## config.mk

```make
export PLATFORM = sky130hd
export DESIGN_NAME = p18_tone_sequencer
export DESIGN_NICKNAME = d
export VERILOG_FILES = /design/src/rtl/p18_tone_sequencer.sv
export SDC_FILE = /design/constraint.sdc
export NUM_CORES = 1
export LEC_CHECK = 0
export CORE_ASPECT_RATIO = 1.2
export CORE_MARGIN = 2
export CORE_UTILIZATION = 45
export CTS_BUF_LIST = sky130_fd_sc_hd__clkbuf_16
export DETAILED_ROUTE_END_ITERATION = 8
export PLACE_DENSITY_LB_ADDON = 0.3
export RECOVER_POWER = 25
export SLEW_MARGIN = 40
export SYNTH_ARGS = -nofsm -noshare
export SYNTH_HDL_FRONTEND = slang
export SYNTH_SLANG_ARGS = --single-unit
```

## constraint.sdc

```tcl
create_clock -name clk -period 1.98 [get_ports clk]
set_clock_uncertainty 0.05 [all_clocks]
set_input_delay 0.396 -clock clk [delete_from_list [all_inputs] [get_ports clk]]
set_output_delay 0.396 -clock clk [all_outputs]
set_load 0.02 [all_outputs]
```

## src/rtl/p18_tone_sequencer.sv

```systemverilog
// p18_tone_sequencer: NUM_CH independent square-wave tone channels mixed to one
// registered 1-bit sound output.
//   clk, rst    : clock, synchronous active-high reset
//   line_pulse  : one-cycle strobe per video line, tone timebase
//   frame_pulse : one-cycle strobe per frame, duration timebase
//   trig        : per-channel start strobe (ignored when that channel's dur is 0)
//   period      : packed half-periods in line strobes, channel i at [i*PER_W +: PER_W]
//   dur         : packed durations in frame strobes, channel i at [i*DUR_W +: DUR_W]
//   mute        : forces sound low, channels keep running
//   busy        : per-channel active flags (registered)
//   sound       : mixed square wave (registered)
module p18_tone_sequencer #(
  parameter int unsigned NUM_CH   = 4,
  parameter int unsigned PER_W    = 6,
  parameter int unsigned DUR_W    = 4,
  parameter int unsigned MIX_MODE = 0
) (
  input  logic                      clk,
  input  logic                      rst,
  input  logic                      line_pulse,
  input  logic                      frame_pulse,
  input  logic [NUM_CH-1:0]         trig,
  input  logic [NUM_CH*PER_W-1:0]   period,
  input  logic [NUM_CH*DUR_W-1:0]   dur,
  input  logic                      mute,
  output logic [NUM_CH-1:0]         busy,
  output logic                      sound
);

  logic [NUM_CH-1:0][PER_W-1:0] period_q, period_d;
  logic [NUM_CH-1:0][PER_W-1:0] tone_cnt_q, tone_cnt_d;
  logic [NUM_CH-1:0][DUR_W-1:0] dur_cnt_q, dur_cnt_d;
  logic [NUM_CH-1:0]            phase_q, phase_d;
  logic [NUM_CH-1:0]            active_q, active_d;
  logic                         sound_q, sound_d;
  logic [NUM_CH-1:0]            wave_c;
  logic                         mix_c;

  // Per-channel next state: a valid trigger restarts the channel; otherwise an
  // active channel advances its tone counter on line strobes and its duration
  // counter on frame strobes. Expiry is applied last so it overrides the tone step.
  always_comb begin
    period_d   = period_q;
    tone_cnt_d = tone_cnt_q;
    dur_cnt_d  = dur_cnt_q;
    phase_d    = phase_q;
    active_d   = active_q;
    for (int i = 0; i < NUM_CH; i++) begin
      if (trig[i] && (dur[i*DUR_W +: DUR_W] != '0)) begin
        period_d[i]   = period[i*PER_W +: PER_W];
        dur_cnt_d[i]  = dur[i*DUR_W +: DUR_W];
        tone_cnt_d[i] = '0;
        phase_d[i]    = 1'b0;
        active_d[i]   = 1'b1;
      end else if (active_q[i]) begin
        // A zero half-period is a rest: phase never leaves 0.
        if (line_pulse && (period_q[i] != '0)) begin
          if (tone_cnt_q[i] == period_q[i] - PER_W'(1)) begin
            tone_cnt_d[i] = '0;
            phase_d[i]    = ~phase_q[i];
          end else begin
            tone_cnt_d[i] = tone_cnt_q[i] + PER_W'(1);
          end
        end
        if (frame_pulse) begin
          if (dur_cnt_q[i] == DUR_W'(1)) begin
            active_d[i]   = 1'b0;
            phase_d[i]    = 1'b0;
            tone_cnt_d[i] = '0;
          end else begin
            dur_cnt_d[i] = dur_cnt_q[i] - DUR_W'(1);
          end
        end
      end
    end
  end

  // Channel mix of the current registered state.
  always_comb begin
    wave_c = active_q & phase_q;
    mix_c  = 1'b0;
    if (MIX_MODE == 1) begin
      mix_c = |wave_c;
    end else if (MIX_MODE == 2) begin
      // Walk downward so the lowest active index is the last writer.
      for (int i = NUM_CH - 1; i >= 0; i--) begin
        if (active_q[i]) begin
          mix_c = wave_c[i];
        end
      end
    end else begin
      mix_c = ^wave_c;
    end
    sound_d = mute ? 1'b0 : mix_c;
  end

  always_ff @(posedge clk) begin
    if (rst) begin
      period_q   <= '0;
      tone_cnt_q <= '0;
      dur_cnt_q  <= '0;
      phase_q    <= '0;
      active_q   <= '0;
      sound_q    <= 1'b0;
    end else begin
      period_q   <= period_d;
      tone_cnt_q <= tone_cnt_d;
      dur_cnt_q  <= dur_cnt_d;
      phase_q    <= phase_d;
      active_q   <= active_d;
      sound_q    <= sound_d;
    end
  end

  assign busy  = active_q;
  assign sound = sound_q;

endmodule

```

==> results.cfg, run 1 <==
[place]
dpl-instance-area_mm2 = 0.00544
portBuffers = 53
dp.cells = 728
dp_slack_ns = -0.372
hpwlAfterDp_um = 7930
gp_congestion = 0.826

[floorplanning]
start_util_pct = 46.6
fp-row-count = 38
die_h_um = 110
dieWidth_um = 92.5
ioPinCount = 54
coreArea_mm2 = 0.00908
dieArea_mm2 = 0.0102

[run_status]
outcome = finished, violations left
violations = setup timing

[cts]
clkTransAtPathRegs_ns = 0.06
cts_inserted_buffers = 9
clockRootBuffer = clkbuf_16
clock_latency_ns = 0.33
cts_sinks = 73
htreeDepth = 3
cts_tree = done
clockBufferDepth = 2

[synthesis]
synth_top_area_cell = dfxtp_1
synth_compound_area_share_pct = 20.1
synth_flop_cell = dfxtp_1
synth_area_leaders = dfxtp_1 35%, xnor2_1 6.6%, ha_1 5.9%
avgSynthCellArea_um2 = 8.53
syn-num-nets = 565
muxShareOfSynthArea_pct = 4.97
synth_top_area_share_pct = 34.5
synth_top_family_by_area = simple AND/OR/NAND/NOR gates
ys_types = 61
synth-simple-area-share_pct = 21.2
synth_seq_area_share_pct = 34.5
synth_edf_count = 0
netlist_instances = 496
async_flop_share_pct = 0
synth_area_mm2 = 0.00423
synthAdderAreaFrac_pct = 5.91
ys_warn_count = 0
ys_ff_latch = 73
synth_xor_area_share_pct = 9.52

[setup_path]
cpMostUsedCell = buf_4
reg2reg_from = period_q[6]
crit_family = compound AO/OA/AOI/OAI gates
crit_path_max_fanout = 4
slowest_delay_ns = 0.36
cp.required_ns = 2.19
crit_chain = inv_4 > ha_4 > o21ba_4 > a221oi_2 > a41oi_2 > buf_4 > nor3_4 > buf_4 > a21oi_2 > a31oi_1
worstReg2RegEnd = phase_q[1]
crit_slowest_cell = dfxtp_2
path_buf_inv = 3
critPathKind = register to register
arrival_ns = 2.23
crit_path_start_kind = register
worst-r2r-setup-slack_ns = -0.04
r2r_cells = 10
critPathCaptureType = register

[flow_run]
max-cap-violations = 0

[sta]
slew_violations = 0
min_period_ns = 2.02
whs_ns = 0.348
fmax_ghz = 0.495
setup_violations = 4
tightest_slew_ns = 0.722
hold_violations = 0
period_share_pct = 102
maxSlewHeadroom_pct = 51.9
rsz0062_at_grt = yes
layout_setup_ws_ns = -0.0388

[route]
drt-initial-drc-count = 158
num_vias = 4160
drc = 0
drt_wl_total_um = 11200
final_antenna_net_count = 0
first_pass_iters = 4
routed_via_density = 5.52
wl_per_cell_um = 14.8

[worst_hold_path]
min_path_cells = 3
hold_path_class = input pin to register
hold_end = dur_cnt_q[9]
min-delay-start = dur[9]

[grt]
grt_pass1_wl_um = 17600
grt_util_all_layers_pct = 21.5
grt_overflow = 0
antenna_found_initial = 0
grt_max_degree = 28
grt_pass1_vias = 3993

[layout]
fin_nets = 700
n_antenna_cell = 0
layoutNonFillerInstCount = 753
area_growth_pct = 42.0
nFillCells = 741
drive_above_1_share_pct = 24.8
finish.instance_area_mm2 = 0.00601

[power_and_ir_drop]
peakVddDrop_v = 0.000424
power_density_mw_per_mm2 = 646
leakage_uw = 0.00252
## how the worst max path moves through the flow
| stage | start | to | slack, ns | cells past startpoint |
|---|---|---|---|---|
| 5_1_grt | period_q[6] | tone_cnt_q[11] | -0.12 | 9 |
| 3_3_place_gp | dur[1] | tone_cnt_q[5] | -0.29 | 6 |
| 2_1_floorplan | period_q[7] | tone_cnt_q[10] | 0.004 | 8 |
| 6_report | period_q[6] | phase_q[1] | -0.04 | 10 |
| 3_5_place_dp | dur[4] | tone_cnt_q[11] | -0.37 | 7 |
| 4_1_cts | period_q[7] | tone_cnt_q[10] | -0.04 | 8 |
## through the flow
step	TNS, ns	utilization (%)	total power (µW)
after detailed placement	-7.38	59.9	2430
final	-0.0709	66.2	3890
after global routing	-1.13	66.2	4050
after global placement	-5.88	59.9	2400
after CTS	-0.0886	63.5	3840
after floorplan	0	-	2070
## per-layer routing
metal | part of all wire, % | up-vias | global-route usage, %
li1 | - | 2046 | -
met1 | 42 | 1998 | 24.5
met2 | 52 | 102 | 39.8
met3 | 4.6 | 14 | 3.74
met4 | 1.2 | 0 | 8.53
met5 | 0 | - | 0
## cell usage in the layout, fill, tap and decap left out, drive strengths merged, types with 3 or more instances in the layout
cell type	count
a21o	4
o31a	3
buf	84
inv	26
xnor2	32
dfxtp	73
nand3	18
xor2	14
o21a	3
nor2	53
clkbuf	13
nor4	5
nand2b	10
a211o	3
ha	20
or3	6
a21oi	30
o41ai	4
dlymetal6s2s	6
nand2	48
a22oi	8
clkdlybuf4s50	45
o21ai	14
a211oi	6
a31oi	16
and3	3
mux2i	21
nand4	9
and4	3
a41oi	3
nor3	18
## sequential cells by signal (all words and copies together) (netlist names)
| name | flops |
|---|---|
| busy | 4 |
| dur_cnt_q | 16 |
| period_q | 24 |
| phase_q | 4 |
| sound | 1 |
| tone_cnt_q | 24 |
## Yosys cell counts, drive strengths merged, types with 4 or more instances
cell type  count
a211oi         6
a21o           4
a21oi         30
a22oi          8
a31oi         15
buf            6
clkbuf        11
dfxtp         73
ha            20
inv           24
mux2i         21
nand2         48
nand2b        10
nand3         18
nand4          9
nor2          53
nor3          18
nor4           5
o21ai         14
o41ai          4
or3            6
xnor2         32
xor2          14
## power breakdown
group / leakage, µW / switching [µW] / internal (µW)
registers: 0.000601 / 64.4 / 1540
clock network: 0.000127 / 576 / 810
logic: 0.00180 / 429 / 469
## worst register-to-register path, stage by stage, from the launching register on
cell,delay [ns]
dfxtp_2,0.36
inv_4,0.06
ha_4,0.17
o21ba_4,0.19
a221oi_2,0.28
a41oi_2,0.09
buf_4,0.19
nor3_4,0.22
buf_4,0.16
a21oi_2,0.05
a31oi_1,0.13
## logic make-up after synthesis
family	Yosys count
AOI/OAI and AO/OA	112
xor gates and xnor gates	46
adders and majority gates	20
buffers and inverters	41
DFF	73
muxes	21
and+or+nand+nor	183
## what timing repair did
item / CTS / global route
endpoints found under the setup margin: 8 / 25
pin swaps: 13 / 30
hold buffers: 0 / 0
buffers inserted: 6 / 6
cloned: 0 / 1
resized for setup: 13 / 52
## cell type report
| type | count | area (µm²) | area share (%) |
|---|---|---|---|
| clock buffer | 9 | 225 | 3.75 |
| clock inverter | 4 | 16.3 | 0.271 |
| inverter | 24 | 92.6 | 1.54 |
| multi-input combinational | 383 | 2870 | 47.7 |
| sequential | 73 | 1470 | 24.5 |
| tap | 120 | 150 | 2.50 |
| timing repair buffer | 140 | 1190 | 19.8 |
Note: power is estimated with default switching activity, not from simulation.
==> inputs of run 2 (changes only) <==
==> constraint.sdc (replaced) <==
create_clock -name clk -period 2.5 [get_ports clk]
set_clock_uncertainty 0.05 [all_clocks]
set_input_delay 0.5 -clock clk [delete_from_list [all_inputs] [get_ports clk]]
set_output_delay 0.5 -clock clk [all_outputs]
set_load 0.02 [all_outputs]
==> results.cfg, run 2 (synthesized netlist as in run 1, its figures left out) <==
[floorplanning]
dieArea_mm2 = 0.0102
die_h_um = 110
dieWidth_um = 92.5
ioPinCount = 54
start_util_pct = 46.6
fp-row-count = 38
coreArea_mm2 = 0.00908

[route]
wl_met3_um = 343
wl_per_cell_um = 13.8
top_layer = met4
drt_wl_total_um = 9450
final_antenna_net_count = 0
drt-initial-drc-count = 146
wl_met2_um = 4790
drt-met1-wl_um = 4130
first_pass_iters = 4
routed_via_density = 5.46
drc = 0
num_vias = 3753

[setup_path]
reg2reg_from = period_q[7]
r2r_cells = 8
cp.required_ns = 2.64
crit_path_start = dur[12]
cp-endpoint = period_q[22]
crit_path_start_kind = input pin
worstReg2RegEnd = tone_cnt_q[9]
crit_path_max_fanout = 13
critPathCaptureType = register
arrival_ns = 2.52
critPathKind = input pin to register
worst-r2r-setup-slack_ns = 0.25

[power_and_ir_drop]
clkPwrFrac_pct = 40.2
p_sw_share_pct = 26.1
seq_power_share_pct = 42.2
combPwrFrac_pct = 17.5
leakage_uw = 0.00206
peakVddDrop_v = 0.000408
p_switching_uw = 788
intPower_uw = 2230
power_density_mw_per_mm2 = 580
power_uw = 3020

[sta]
slew_violations = 0
maxSlewHeadroom_pct = 48.6
tightest_slew_ns = 0.771
min_period_ns = 2.38
hold_violations = 0
rsz0062_at_grt = no
setup_violations = 0
fmax_ghz = 0.421
fin_tns_setup_ns = 0
period_share_pct = 95.0

[grt]
grt_util_all_layers_pct = 19.5
grt_pass1_wl_um = 16100
antenna_found_initial = 0
grt_overflow = 0
grt_max_degree = 31
grt_pass1_vias = 3645

[cts]
cts_sinks = 73
clock_latency_ns = 0.33
cts_tree = done
clkTransAtPathRegs_ns = 0.05
htreeDepth = 3
cts_hold_buf = 0
clockBufferDepth = 2
clockRootBuffer = clkbuf_16
cts_inserted_buffers = 9

[run_status]
outcome = completed

[layout]
final_common_cell = dfxtp_1
area_growth_pct = 23.1
n_antenna_cell = 0
fin_nets = 631
most-common-layout-cells = 72 x dfxtp_1, 53 x nor2_1, 50 x clkdlybuf4s50_1
drive_above_1_share_pct = 6.88
reg_top3 = period_q (24), tone_cnt_q (24), dur_cnt_q (16)

[place]
hpwlAfterDp_um = 7180
gp_congestion = 0.832
portBuffers = 53

[flow_run]
max-cap-violations = 0

[worst_hold_path]
hold_path_class = register to register
==> run 2: worst min path at each step <==
stage,slack (ns),to,start,cells after the start
2_1_floorplan,0.39,phase_q[1],phase_q[1],1
3_3_place_gp,0.41,phase_q[1],phase_q[1],1
3_5_place_dp,0.41,phase_q[1],phase_q[1],1
4_1_cts,0.42,phase_q[1],phase_q[1],1
5_1_grt,0.44,phase_q[1],phase_q[1],1
6_report,0.42,phase_q[1],phase_q[1],1
==> run 2: area by class of cell <==
cell class	count	area, µm²
fill	811	3870
multi-input combinational	382	2570
sequential	73	1460
timing repair buffer	72	653
clock buffer	9	225
tap	120	150
inverter	24	90.1
clock inverter	7	55.1
==> run 2: worst max-delay path: stages <==
cell and delay [ns]:
dlygate4sd3_1 0.58, o41ai_1 0.49, clkbuf_1 0.61, mux2i_1 0.28, nor2_1 0.06
==> run 2: power by group through the flow <==
stage	combinational, µW	sequential, µW	clock, µW
6_report	530	1280	1220
5_1_grt	591	1280	1280
4_1_cts	543	1270	1240
3_5_place_dp	539	1300	0
3_3_place_gp	523	1300	0
2_1_floorplan	345	1290	0
==> run 2: per-layer routing <==
layer / global-route usage (%) / vias to the layer above
met5: 0 / -
met1: 22.5 / 1772
met2: 35.7 / 62
met4: 8.85 / 0
met3: 3.06 / 11
li1: - / 1908
==> run 2: metrics by stage <==
| stage | hold WS, ns | utilization (%) | worst slack [ns] | std cells | instance area, µm² |
|---|---|---|---|---|---|
| 6_report | 0.419 | 57.4 | 0.125 | 687 | 5210 |
| 5_1_grt | 0.439 | 57.4 | 0.0175 | 687 | 5210 |
| 4_1_cts | 0.424 | 57.9 | 0.0920 | 685 | 5260 |
| 3_5_place_dp | 0.413 | 54.8 | 0.0407 | 669 | 4980 |
| 3_3_place_gp | 0.408 | 54.8 | 0.0783 | 669 | 4980 |
| 2_1_floorplan | 0.389 | - | 0.339 | 496 | 4230 |
==> run 2: timing repair <==
item | in CTS | in global routing
resized for setup | 0 | 2
endpoints found under the setup margin | 0 | 4
setup buffers | 0 | 2
==> inputs of run 3 (changes only) <==
--- a/config.mk
+++ b/config.mk
@@ -8,7 +8,6 @@
 export CORE_ASPECT_RATIO = 1.2
 export CORE_MARGIN = 2
 export CORE_UTILIZATION = 45
-export CTS_BUF_LIST = sky130_fd_sc_hd__clkbuf_16
 export DETAILED_ROUTE_END_ITERATION = 8
 export PLACE_DENSITY_LB_ADDON = 0.3
 export RECOVER_POWER = 25
==> results.cfg, run 3 (synthesized netlist as in run 1, its figures left out) <==
[route]
routed_via_density = 5.44
wl_per_cell_um = 13.9
drc = 0
drt-initial-drc-count = 135
final_antenna_net_count = 0
num_vias = 3740
drt_wl_total_um = 9530
first_pass_iters = 4

[setup_path]
critPathCaptureType = register
critPathKind = input pin to register
crit_family = compound AO/OA/AOI/OAI gates
crit_chain = dlygate4sd3_1 > o41ai_1 > nand2b_1 > nor2_1 > o31ai_4 > buf_4 > o311ai_1
crit_slowest_cell = dlygate4sd3_1
arrival_ns = 2.52
cp.depth = 7
r2r_cells = 8
path_buf_inv = 2
crit_path_max_fanout = 7
slowest_delay_ns = 0.56
cp.required_ns = 2.70
crit_path_start_kind = input pin

[layout]
n_antenna_cell = 0
nFillCells = 822
reg_top3 = period_q (24), tone_cnt_q (24), dur_cnt_q (16)
ff_latch_area_mm2 = 0.00146
most-common-layout-cells = 72 x dfxtp_1, 53 x nor2_1, 49 x clkdlybuf4s50_1
fin_nets = 631
area_growth_pct = 20.9
multiInputGateArea_mm2 = 0.00257
final_common_cell = dfxtp_1
drive_above_1_share_pct = 7.05

[sta]
slew_violations = 0
min_period_ns = 2.32
hold_violations = 0
setup_violations = 0
maxSlewHeadroom_pct = 48.5
fmax_ghz = 0.430
rsz0062_at_grt = no
whs_ns = 0.420
period_share_pct = 93.0
tightest_slew_ns = 0.772
fin_tns_setup_ns = 0

[cts]
clockBufferDepth = 2
cts_inserted_buffers = 9
clockRootBuffer = clkbuf_8
cts_tree = done
clock_latency_ns = 0.35
clkTransAtPathRegs_ns = 0.08
cts_hold_buf = 0
cts_sinks = 73
htreeDepth = 3

[floorplanning]
ioPinCount = 54
dieArea_mm2 = 0.0102
die_h_um = 110
fp-row-count = 38
coreArea_mm2 = 0.00908
start_util_pct = 46.6
dieWidth_um = 92.5

[power_and_ir_drop]
power_density_mw_per_mm2 = 531
leakage_uw = 0.00201
peakVddDrop_v = 0.000360

[flow_run]
max-cap-violations = 0

[run_status]
outcome = completed

[grt]
grt_max_degree = 31
antenna_found_initial = 0
grt_pass1_vias = 3668
grt_util_all_layers_pct = 19.5
grt_overflow = 0
grt_pass1_wl_um = 16000

[place]
gp_congestion = 0.832
hpwlAfterDp_um = 7180
portBuffers = 53

[worst_hold_path]
min_path_cells = 1
hold_path_class = register to register
[run 3: power breakdown]
part	leakage (µW)	switching (µW)	internal, µW
Combinational	0.00132	268	264
Sequential	0.000598	59.0	1210
Clock	0.0000974	426	487
[run 3: worst reg2reg max path, stage by stage (launching register included)]
cell and delay (ns):
dfxtp_1 0.45, inv_1 0.11, ha_1 0.23, xnor2_1 0.19
xnor2_1 0.12, nor4_2 0.53, a211oi_4 0.18, a21o_1 0.19
a22o_1 0.18
[run 3: metrics by stage]
step | util [%] | area (µm²) | total power, µW | setup slack (ns) | cells
2_1_floorplan | - | 4230 | 1640 | 0.339 | 496
3_3_place_gp | 54.8 | 4980 | 1820 | 0.0783 | 669
3_5_place_dp | 54.8 | 4980 | 1840 | 0.0407 | 669
4_1_cts | 56.9 | 5160 | 2750 | 0.0898 | 685
5_1_grt | 56.4 | 5120 | 2860 | 0.0160 | 687
6_report | 56.4 | 5120 | 2720 | 0.175 | 687
[run 3: metal layers]
layer  vias up  wire (µm)  GRT usage [%]
li1       1911          -              -
met4         0        152           8.32
met2        59       4870           35.5
met3        11        319           3.87
met1      1759       4190           22.4
met5         -          0              0
[run 3: final timing paths]
kind,start,to,slack [ns]
max reg2reg,period_q[0],tone_cnt_q[4],0.18
min,phase_q[1],phase_q[1],0.42
max,dur[4],tone_cnt_q[11],0.18
min reg2reg,phase_q[1],phase_q[1],0.42
[run 3: timing repair]
action / 4_1_cts / 5_1_grt
buffers inserted: 0 / 2
setup endpoints to repair: 0 / 3
resized for setup: 0 / 2
[run 3: cell type report]
class | instances | share of cell area (%)
clock buffer | 13 | 2.91
timing repair buffer | 72 | 12.8
clock inverter | 3 | 0.782
inverter | 24 | 1.76
multi-input combinational | 382 | 50.3
tap | 120 | 2.93
sequential | 73 | 28.6
